### config.mk
export PLATFORM = sky130hd
export DESIGN_NAME = param_accum_processor
export DESIGN_NICKNAME = d
export VERILOG_FILES = /design/src/rtl/param_accum_processor.sv
export SDC_FILE = /design/constraint.sdc
export NUM_CORES = 1
export LEC_CHECK = 0
export CAP_MARGIN = 10
export CORE_ASPECT_RATIO = 1.2
export CORE_MARGIN = 2
export CORE_UTILIZATION = 60
export CTS_CLUSTER_SIZE = 8
export DETAILED_ROUTE_END_ITERATION = 10
export PLACE_DENSITY = 0.78
export SLEW_MARGIN = 20
export SYNTH_ARGS = -nofsm -noshare
export SYNTH_HDL_FRONTEND = slang
export SYNTH_SLANG_ARGS = --single-unit
### constraint.sdc
create_clock -name Clock -period 5.1 [get_ports Clock]
set_input_delay 1.02 -clock Clock [delete_from_list [all_inputs] [get_ports Clock]]
set_output_delay 1.02 -clock Clock [all_outputs]
set_load 0.03 [all_outputs]
### src/rtl/param_accum_processor.sv
// Multi-cycle accumulator processor: LOAD/STORE/ADD/SUB/IN/JZ/JPOS/HALT over one program/data memory.
// Optional PAP_OVF_HALT_EN: signed ADD/SUB overflow keeps A, raises Fault and halts.
module param_accum_processor #(
  parameter int DATA_W = 8,
  parameter int ADDR_W = DATA_W - 3
) (
  input  logic              Clock,
  input  logic              Reset,
  input  logic              Start,
  input  logic              Enter,
  input  logic [DATA_W-1:0] Input,
  input  logic              ProgWe,
  input  logic [ADDR_W-1:0] ProgAddr,
  input  logic [DATA_W-1:0] ProgData,
  output logic [DATA_W-1:0] Output,
  output logic              InAck,
  output logic              Halt,
  output logic              Busy,
  output logic              Fault,
  output logic [ADDR_W-1:0] PC,
  output logic [2:0]        State
);

  localparam int DEPTH = 1 << ADDR_W;

  typedef enum logic [2:0] {
    S_IDLE   = 3'd0,
    S_FETCH  = 3'd1,
    S_DECODE = 3'd2,
    S_EXEC   = 3'd3,
    S_INWAIT = 3'd4,
    S_HALT   = 3'd5
  } state_t;

  typedef enum logic [2:0] {
    OP_LOAD  = 3'b000,
    OP_STORE = 3'b001,
    OP_ADD   = 3'b010,
    OP_SUB   = 3'b011,
    OP_IN    = 3'b100,
    OP_JZ    = 3'b101,
    OP_JPOS  = 3'b110,
    OP_HALT  = 3'b111
  } opcode_t;

  logic [DATA_W-1:0] mem [DEPTH];

  state_t            state_q, state_d;
  logic [ADDR_W-1:0] pc_q, pc_d;
  logic [DATA_W-1:0] a_q, a_d;
  logic [DATA_W-1:0] ir_q, ir_d;
  logic              in_ack_q, in_ack_d;
  logic              enter_q;

  logic              mem_we;
  logic [ADDR_W-1:0] mem_waddr;
  logic [DATA_W-1:0] mem_wdata;

  opcode_t           opcode;
  logic [ADDR_W-1:0] operand_addr;
  logic [DATA_W-1:0] operand;
  logic [DATA_W-1:0] sum;
  logic [DATA_W-1:0] diff;
  logic              enter_rise;

  assign opcode       = opcode_t'(ir_q[DATA_W-1:DATA_W-3]);
  assign operand_addr = ir_q[ADDR_W-1:0];
  assign operand      = mem[operand_addr];
  assign sum          = a_q + operand;
  assign diff         = a_q - operand;
  assign enter_rise   = Enter & ~enter_q;

`ifdef PAP_OVF_HALT_EN
  logic fault_q, fault_d;
  logic add_ovf, sub_ovf;

  // Signed overflow: operands agree (ADD) or differ (SUB) in sign and the result sign flips.
  assign add_ovf = (a_q[DATA_W-1] == operand[DATA_W-1]) && (sum[DATA_W-1]  != a_q[DATA_W-1]);
  assign sub_ovf = (a_q[DATA_W-1] != operand[DATA_W-1]) && (diff[DATA_W-1] != a_q[DATA_W-1]);
`endif

  // NOTE: every always_comb output gets a default first so no path leaves it unassigned (no latches).
  always_comb begin
    state_d   = state_q;
    pc_d      = pc_q;
    a_d       = a_q;
    ir_d      = ir_q;
    in_ack_d  = 1'b0;
    mem_we    = 1'b0;
    mem_waddr = ProgAddr;
    mem_wdata = ProgData;
`ifdef PAP_OVF_HALT_EN
    fault_d   = fault_q;
`endif

    case (state_q)
      S_IDLE, S_HALT: begin
        mem_we = ProgWe;
        if (Start) begin
          pc_d    = '0;
          a_d     = '0;
          state_d = S_FETCH;
`ifdef PAP_OVF_HALT_EN
          fault_d = 1'b0;
`endif
        end
      end

      S_FETCH: begin
        ir_d    = mem[pc_q];
        pc_d    = pc_q + 1'b1;
        state_d = S_DECODE;
      end

      S_DECODE: begin
        case (opcode)
          OP_IN:   state_d = S_INWAIT;
          OP_HALT: state_d = S_HALT;
          OP_JZ: begin
            if (a_q == '0) pc_d = operand_addr;
            state_d = S_FETCH;
          end
          OP_JPOS: begin
            if (!a_q[DATA_W-1] && (a_q != '0)) pc_d = operand_addr;
            state_d = S_FETCH;
          end
          default: state_d = S_EXEC;
        endcase
      end

      S_EXEC: begin
        state_d = S_FETCH;
        case (opcode)
          OP_LOAD: a_d = operand;
          OP_STORE: begin
            mem_we    = 1'b1;
            mem_waddr = operand_addr;
            mem_wdata = a_q;
          end
          OP_ADD: begin
`ifdef PAP_OVF_HALT_EN
            if (add_ovf) begin
              fault_d = 1'b1;
              state_d = S_HALT;
            end else begin
              a_d = sum;
            end
`else
            a_d = sum;
`endif
          end
          OP_SUB: begin
`ifdef PAP_OVF_HALT_EN
            if (sub_ovf) begin
              fault_d = 1'b1;
              state_d = S_HALT;
            end else begin
              a_d = diff;
            end
`else
            a_d = diff;
`endif
          end
          default: ;
        endcase
      end

      S_INWAIT: begin
        if (enter_rise) begin
          a_d      = Input;
          in_ack_d = 1'b1;
          state_d  = S_FETCH;
        end
      end

      default: state_d = S_IDLE;
    endcase
  end

  // NOTE: sequential state uses non-blocking assignments so all flops update together on the edge.
  always_ff @(posedge Clock or negedge Reset) begin
    if (!Reset) begin
      state_q  <= S_IDLE;
      pc_q     <= '0;
      a_q      <= '0;
      ir_q     <= '0;
      in_ack_q <= 1'b0;
      enter_q  <= 1'b0;
`ifdef PAP_OVF_HALT_EN
      fault_q  <= 1'b0;
`endif
    end else begin
      state_q  <= state_d;
      pc_q     <= pc_d;
      a_q      <= a_d;
      ir_q     <= ir_d;
      in_ack_q <= in_ack_d;
      enter_q  <= Enter;
`ifdef PAP_OVF_HALT_EN
      fault_q  <= fault_d;
`endif
    end
  end

  // NOTE: the memory has no reset; program and data survive a reset.
  always_ff @(posedge Clock) begin
    if (mem_we) mem[mem_waddr] <= mem_wdata;
  end

  assign Output = a_q;
  assign InAck  = in_ack_q;
  assign Halt   = (state_q == S_HALT);
  assign Busy   = (state_q == S_FETCH) || (state_q == S_DECODE) ||
                  (state_q == S_EXEC)  || (state_q == S_INWAIT);
  assign PC     = pc_q;
  assign State  = state_q;
`ifdef PAP_OVF_HALT_EN
  assign Fault  = fault_q;
`else
  assign Fault  = 1'b0;
`endif

endmodule

## After elaboration in Yosys (flattened, before gate mapping)

Memory sizes are Yosys's and may differ from the RTL's. A register that Yosys moved wholly into a read port is not among the register bits.
Index checks and enable logic that the tools add are counted.

| storage, ports and cells | value |
|---|---|
| register bits | 18 |
| bits in writable memories | 256 |
| input port bits | 26 |
| output and inout port bits | 20 |
| word-level logic and storage cells | 69 |
| memories kept | 1 |

| cells by class | value |
|---|---|
| add/subtract/negate cells | 3 |
| equal/unequal tests | 18 |
| mux-type cells | 23 |
| bitwise logic cells | 2 |
| reduce and logical (&&, ||, !) cells | 17 |

Memories:

| name | depth | width | rd ports | clocked after Yosys merged registers in | write ports | line | text |
|---|---|---|---|---|---|---|---|
| mem | 32 | 8 | 2 | 1 | 1 | 46 | `logic [DATA_W-1:0] mem [DEPTH];` |

Operator list:

| operator | number |
|---|---|
| 8-bit one-hot mux with 3 select lines | 2 |
| 8-bit two-way mux | 4 |
| 5-bit two-way mux | 5 |
| 3-bit equality test (second input constant) | 6 |
| 3-bit one-hot mux with 5 select lines | 1 |
| 5-bit one-hot mux with 3 select lines | 1 |
| 3-bit by 2-bit equality test with 1-bit output (second input constant) | 4 |
| 5-bit one-hot mux with 2 select lines | 1 |
| 3-bit one-hot mux with 3 select lines | 1 |
| 8-bit adder | 1 |
| 8-bit zero test | 1 |
| 8-bit nonzero test | 1 |
| 8-bit subtractor | 1 |
| 3-bit by 1-bit equality test with 1-bit output (second input constant) | 2 |
| 3-bit zero test | 2 |
| 3-bit two-way mux | 2 |
| 3-bit != test (second input constant) | 2 |
| 3-bit nonzero test | 2 |
| 5-bit by 1-bit adder with 5-bit output (second input constant) | 1 |
| 1-bit two-way mux | 5 |
| 5-bit AND reduction | 1 |
| 2-bit != test (second input constant) | 2 |
| 4-bit by 1-bit != test with 1-bit output (second input constant) | 1 |
| 4-bit AND reduction | 1 |
| other kinds (9) | 13 |

## Logic depth before layout (Yosys ltp)

| depth | value |
|---|---|
| depth after elaboration | 5 |
| depth in mapped cells | 18 |
| gate-level depth less buffers | 15 |

## Least setup slack after synthesis

No wires, ideal clock.

| timing | value |
|---|---|
| path kind | flip-flop to flip-flop |
| from | register ir_q[0] (read register of mem) |
| to | register a_q[7], in the netlist Output[7] |
| library setup time | 0.069 ns |
| arrival | 3.760 ns |
| required time | 5.031 ns |
| path slack | 1.270 ns |
| stages on the path, launching flop included | 16 |
| path buffers | 2 |
| clock period less this slack | 3.830 ns |
| cells stage by stage | dfrtp_1 > buf_6 > buf_6 > mux4_2 > mux4_2 > mux2i_4 > ha_1 > a21oi_1 > ha_1 > nor2b_1 > o21ai_0 > a21oi_1 > o41ai_1 > xnor3_1 > a211o_1 > nand3_1 |

| between the ends | value |
|---|---|
| longest elaborated chain between the ends | 4 |
| elaborated cells between the ends (all ways) | 5 |
| classes of those cells | add/sub (2); mux (2); memory (1) |

Ends and longest elaborated chain:

| what | line | text |
|---|---|---|
| start: declaration | 51 | `logic [DATA_W-1:0] ir_q, ir_d;` |
| memory read 32 x 8 bit * | n/a |  |
| 8-bit subtractor or 8-bit adder (tied branches) | 70, 69 |  |
| 8-bit one-hot mux with 3 select lines * | 133 | `case (opcode)` |
| 8-bit one-hot mux with 3 select lines * | 96 | `case (state_q)` |
| end signal: assignment | 185 | `a_q <= '0;` |
| end signal: assignment | 195 | `a_q <= a_d;` |
| end: declaration | 50 | `logic [DATA_W-1:0] a_q, a_d;` |

Mark *: on every way between the ends. The rest lies on a longest branch, timed or not.
A chain may end at the register's enable or synchronous reset.

## Worst setup path in the final report

Same ends and word-level chain as after synthesis.

==> out/metrics.cfg <==
[global_routing]
grt_pass1_wl_um = 55440
grt_usage_pct = 31.10
grt-ovfl-total = 0
use_met3_pct = 4.928
grt.busiest_layer = met2
grt_pass1_vias = 9075
grt_antenna_before_repair = 0
grt_max_degree = 74
grt_util_met2_pct = 51.41
gr-usage-met1_pct = 39.77

[detailed_routing]
drc = 0
drtIter0Drc = 1052
viasPerCell = 7.021
ant_nets = 0
dr.pass1.iters = 7
wl_per_cell_um = 28.58
wirelength_um = 37330
vias = 9170

[clock_tree]
cts_setup_buffers = 0
cts_made_buffers = 41
cts_sinks = 282
h-tree-depth = 2
clkTransAtPathRegs_ns = 0.06
max-clock-path-buffers = 3
holdBufCountCts = 0
cts_tree = yes
clock_tree.root_cell = clkbuf_16
post_cts_resized = 0
worstSkewPairLatency_ns = 0.53

[synth]
synth_cell_types = 60
synth-seq-cells = 282
synthFlopType = edfxtp_1
synth_top_area_share_pct = 54.70
ys_seq_area_share_pct = 59.33
synth_area_um2 = 14050
synth_commonest_cells = edfxtp_1, mux4_2, mux2i_1
ys_warn_count = 0
postSynthAreaPerCell_um2 = 15.16
syn_inst = 927
syn_nets = 963
synth_most_common_cell = edfxtp_1
async_flop_share_pct = 9.220
synthTopCellsByArea = edfxtp_1, mux4_2, mux2i_1, dfrtp_1, o221ai_1
synth-edff-count = 256
synth_top_cell_by_area = edfxtp_1

[sta]
rsz0062_at_grt = false
fin_crit_sh_pct = 88.62
slew_viol_final = 0
tightest_slew_ns = 1.265
layout_min_cycle_time_ns = 4.519
setup_violations = 0
setup_tns_ns = 0
hold_viol_final = 0
relSlewSlack_pct = 15.65
fin_skew_ns = 0.01760
clock.fmax_mhz = 221.3

[setup_path]
cp-start-kind = register
cp_slowest_cell = dfrtp_4
path_max_fanout = 34
path_class = register to register
ff2ff_setup_slack_ns = 0.58
critical_path_arrival_ns = 4.98
path_cells = mux4_2 -> mux4_2 -> mux2i_4 -> ha_1 -> a21oi_1 -> ha_1 -> nor2b_1 -> o21ai_0 -> a21oi_1 -> o41ai_1 -> xnor3_1 -> a211o_1 -> nand3_1
cp_top_family = multiplexers
endpoint_kind = register
crit_required_ns = 5.56
max_stage_delay_ns = 0.84
path_buf_inv = 0

[run_status]
outcome = finished, final reports clean

[floorplan]
io_pins = 46
die_y_um = 171.7
core_um2 = 23130
initial_core_util_pct = 60.77
die_w_um = 143.7
design.die.area_um2 = 24670
rows = 61

[finish]
diodes = 0
fin_util_pct = 68.89
fillers = 1504
nNetsFinal = 1012
syn_to_final_growth_pct = 13.36
drive_gt1_share_pct = 18.97
fin_cells = 1306

[min_path]
hold_path_class = register to register

[pwr]
pwr_density_cell_nw_per_um2 = 594.3
ir_drop_mv = 0.3265
leakage_nw = 5.242

[place]
gp_congestion = 0.9238
dp_cells = 1244
hpwl_um = 24100
io_buffer_count = 44

[job]
maxCapViolCount = 0

[metrics by stage]
stage | instance area [um2] | hold slack (ns) | power (mW) | setup slack, ns
finish | 15930 | 0.5515 | 9.469 | 0.5806
global route | 15930 | 0.5707 | 9.861 | 0.2854
CTS | 15900 | 0.5463 | 9.393 | 0.6136
detailed placement | 14770 | 0.5336 | 6.987 | 0.6306
global placement | 14760 | 0.5328 | 6.938 | 0.6129
floorplan | 14050 | 0.5129 | 5.948 | 1.270
[state kept, by name, indices dropped and copies added (netlist names)]
register,cells
InAck,1
Output,8
PC,5
State,3
enter_q,1
ir_q,8
mem,256
[cells by family (layout without fill, tap and decap cells)]
| logic type | after synthesis | count (layout) | share of synthesized area [%] |
|---|---|---|---|
| flip-flops | 282 | 282 | 59.33 |
| buffers and inverters | 76 | 140 | 2.537 |
| AND/OR/NAND/NOR | 180 | 180 | 6.384 |
| adder cells (fa/ha/maj) | 10 | 10 | 0.9438 |
| other | 1 | 1 | 0.02668 |
| multiplexers | 186 | 186 | 21.55 |
| XOR/XNOR | 10 | 10 | 0.7211 |
| AO/OA/AOI/OAI | 182 | 182 | 8.512 |
[cells in the final DEF (no fill, tap or decap), types with 5 or more instances in the layout]
| cell | count |
|---|---|
| o21ai_0 | 23 |
| a21oi_1 | 41 |
| o221ai_1 | 32 |
| edfxtp_1 | 256 |
| clkbuf_1 | 14 |
| nand2b_1 | 11 |
| nor2b_1 | 8 |
| nand3_1 | 8 |
| dfrtp_1 | 23 |
| a211oi_1 | 5 |
| nand2_1 | 40 |
| and2_1 | 5 |
| mux2_2 | 8 |
| inv_1 | 12 |
| mux4_2 | 91 |
| a22oi_1 | 9 |
| mux2i_1 | 84 |
| xor2_1 | 5 |
| clkdlybuf4s50_1 | 44 |
| ha_1 | 9 |
| clkbuf_16 | 42 |
| nor3_1 | 14 |
| nor2_1 | 62 |
| buf_4 | 23 |
| a31oi_1 | 8 |
| o22ai_1 | 40 |
[where the power goes]
part,total (mW),switching (mW),internal [mW]
registers,3.09,0.376,2.71
logic,3.97,2.23,1.73
clock network,2.41,0.931,1.48
total,9.47,3.54,5.93
[layer usage]
layer / vias up / routed length, um
li1: 3882 / -
met1: 4578 / 13020
met2: 588 / 18470
met3: 122 / 3533
met4: 0 / 2315
met5: - / 0
[final cells by class]
| cell class | instances | area [um2] | share of cell area (%) |
|---|---|---|---|
| multi-input combinational | 569 | 5376 | 33.75 |
| clock buffer | 56 | 1104 | 6.927 |
| timing repair buffer | 68 | 633.1 | 3.974 |
| sequential | 282 | 8347 | 52.39 |
| inverter | 14 | 52.55 | 0.3299 |
| clock inverter | 2 | 25.02 | 0.1571 |
| tap | 315 | 394.1 | 2.474 |
[worst paths after layout]
kind | from | endpoint | cells after the start
worst max register to register | ir_q[0] | Output[7] | 13
worst max-delay path | ir_q[0] | Output[7] | 13
min in group asynchronous | Reset | Output[0] | 2
max in group asynchronous | Reset | ir_q[0] | 2
worst min-delay path | enter_q | InAck | 1
worst min register to register | enter_q | InAck | 1
[worst reg2reg max path, stage by stage (launching register included)]
cell	delay, ns
dfrtp_4	0.84
mux4_2	0.59
mux4_2	0.55
mux2i_4	0.25
ha_1	0.27
a21oi_1	0.22
ha_1	0.27
nor2b_1	0.12
o21ai_0	0.22
a21oi_1	0.17
o41ai_1	0.31
xnor3_1	0.29
a211o_1	0.27
nand3_1	0.07
Power figures use the tool's default switching activity.
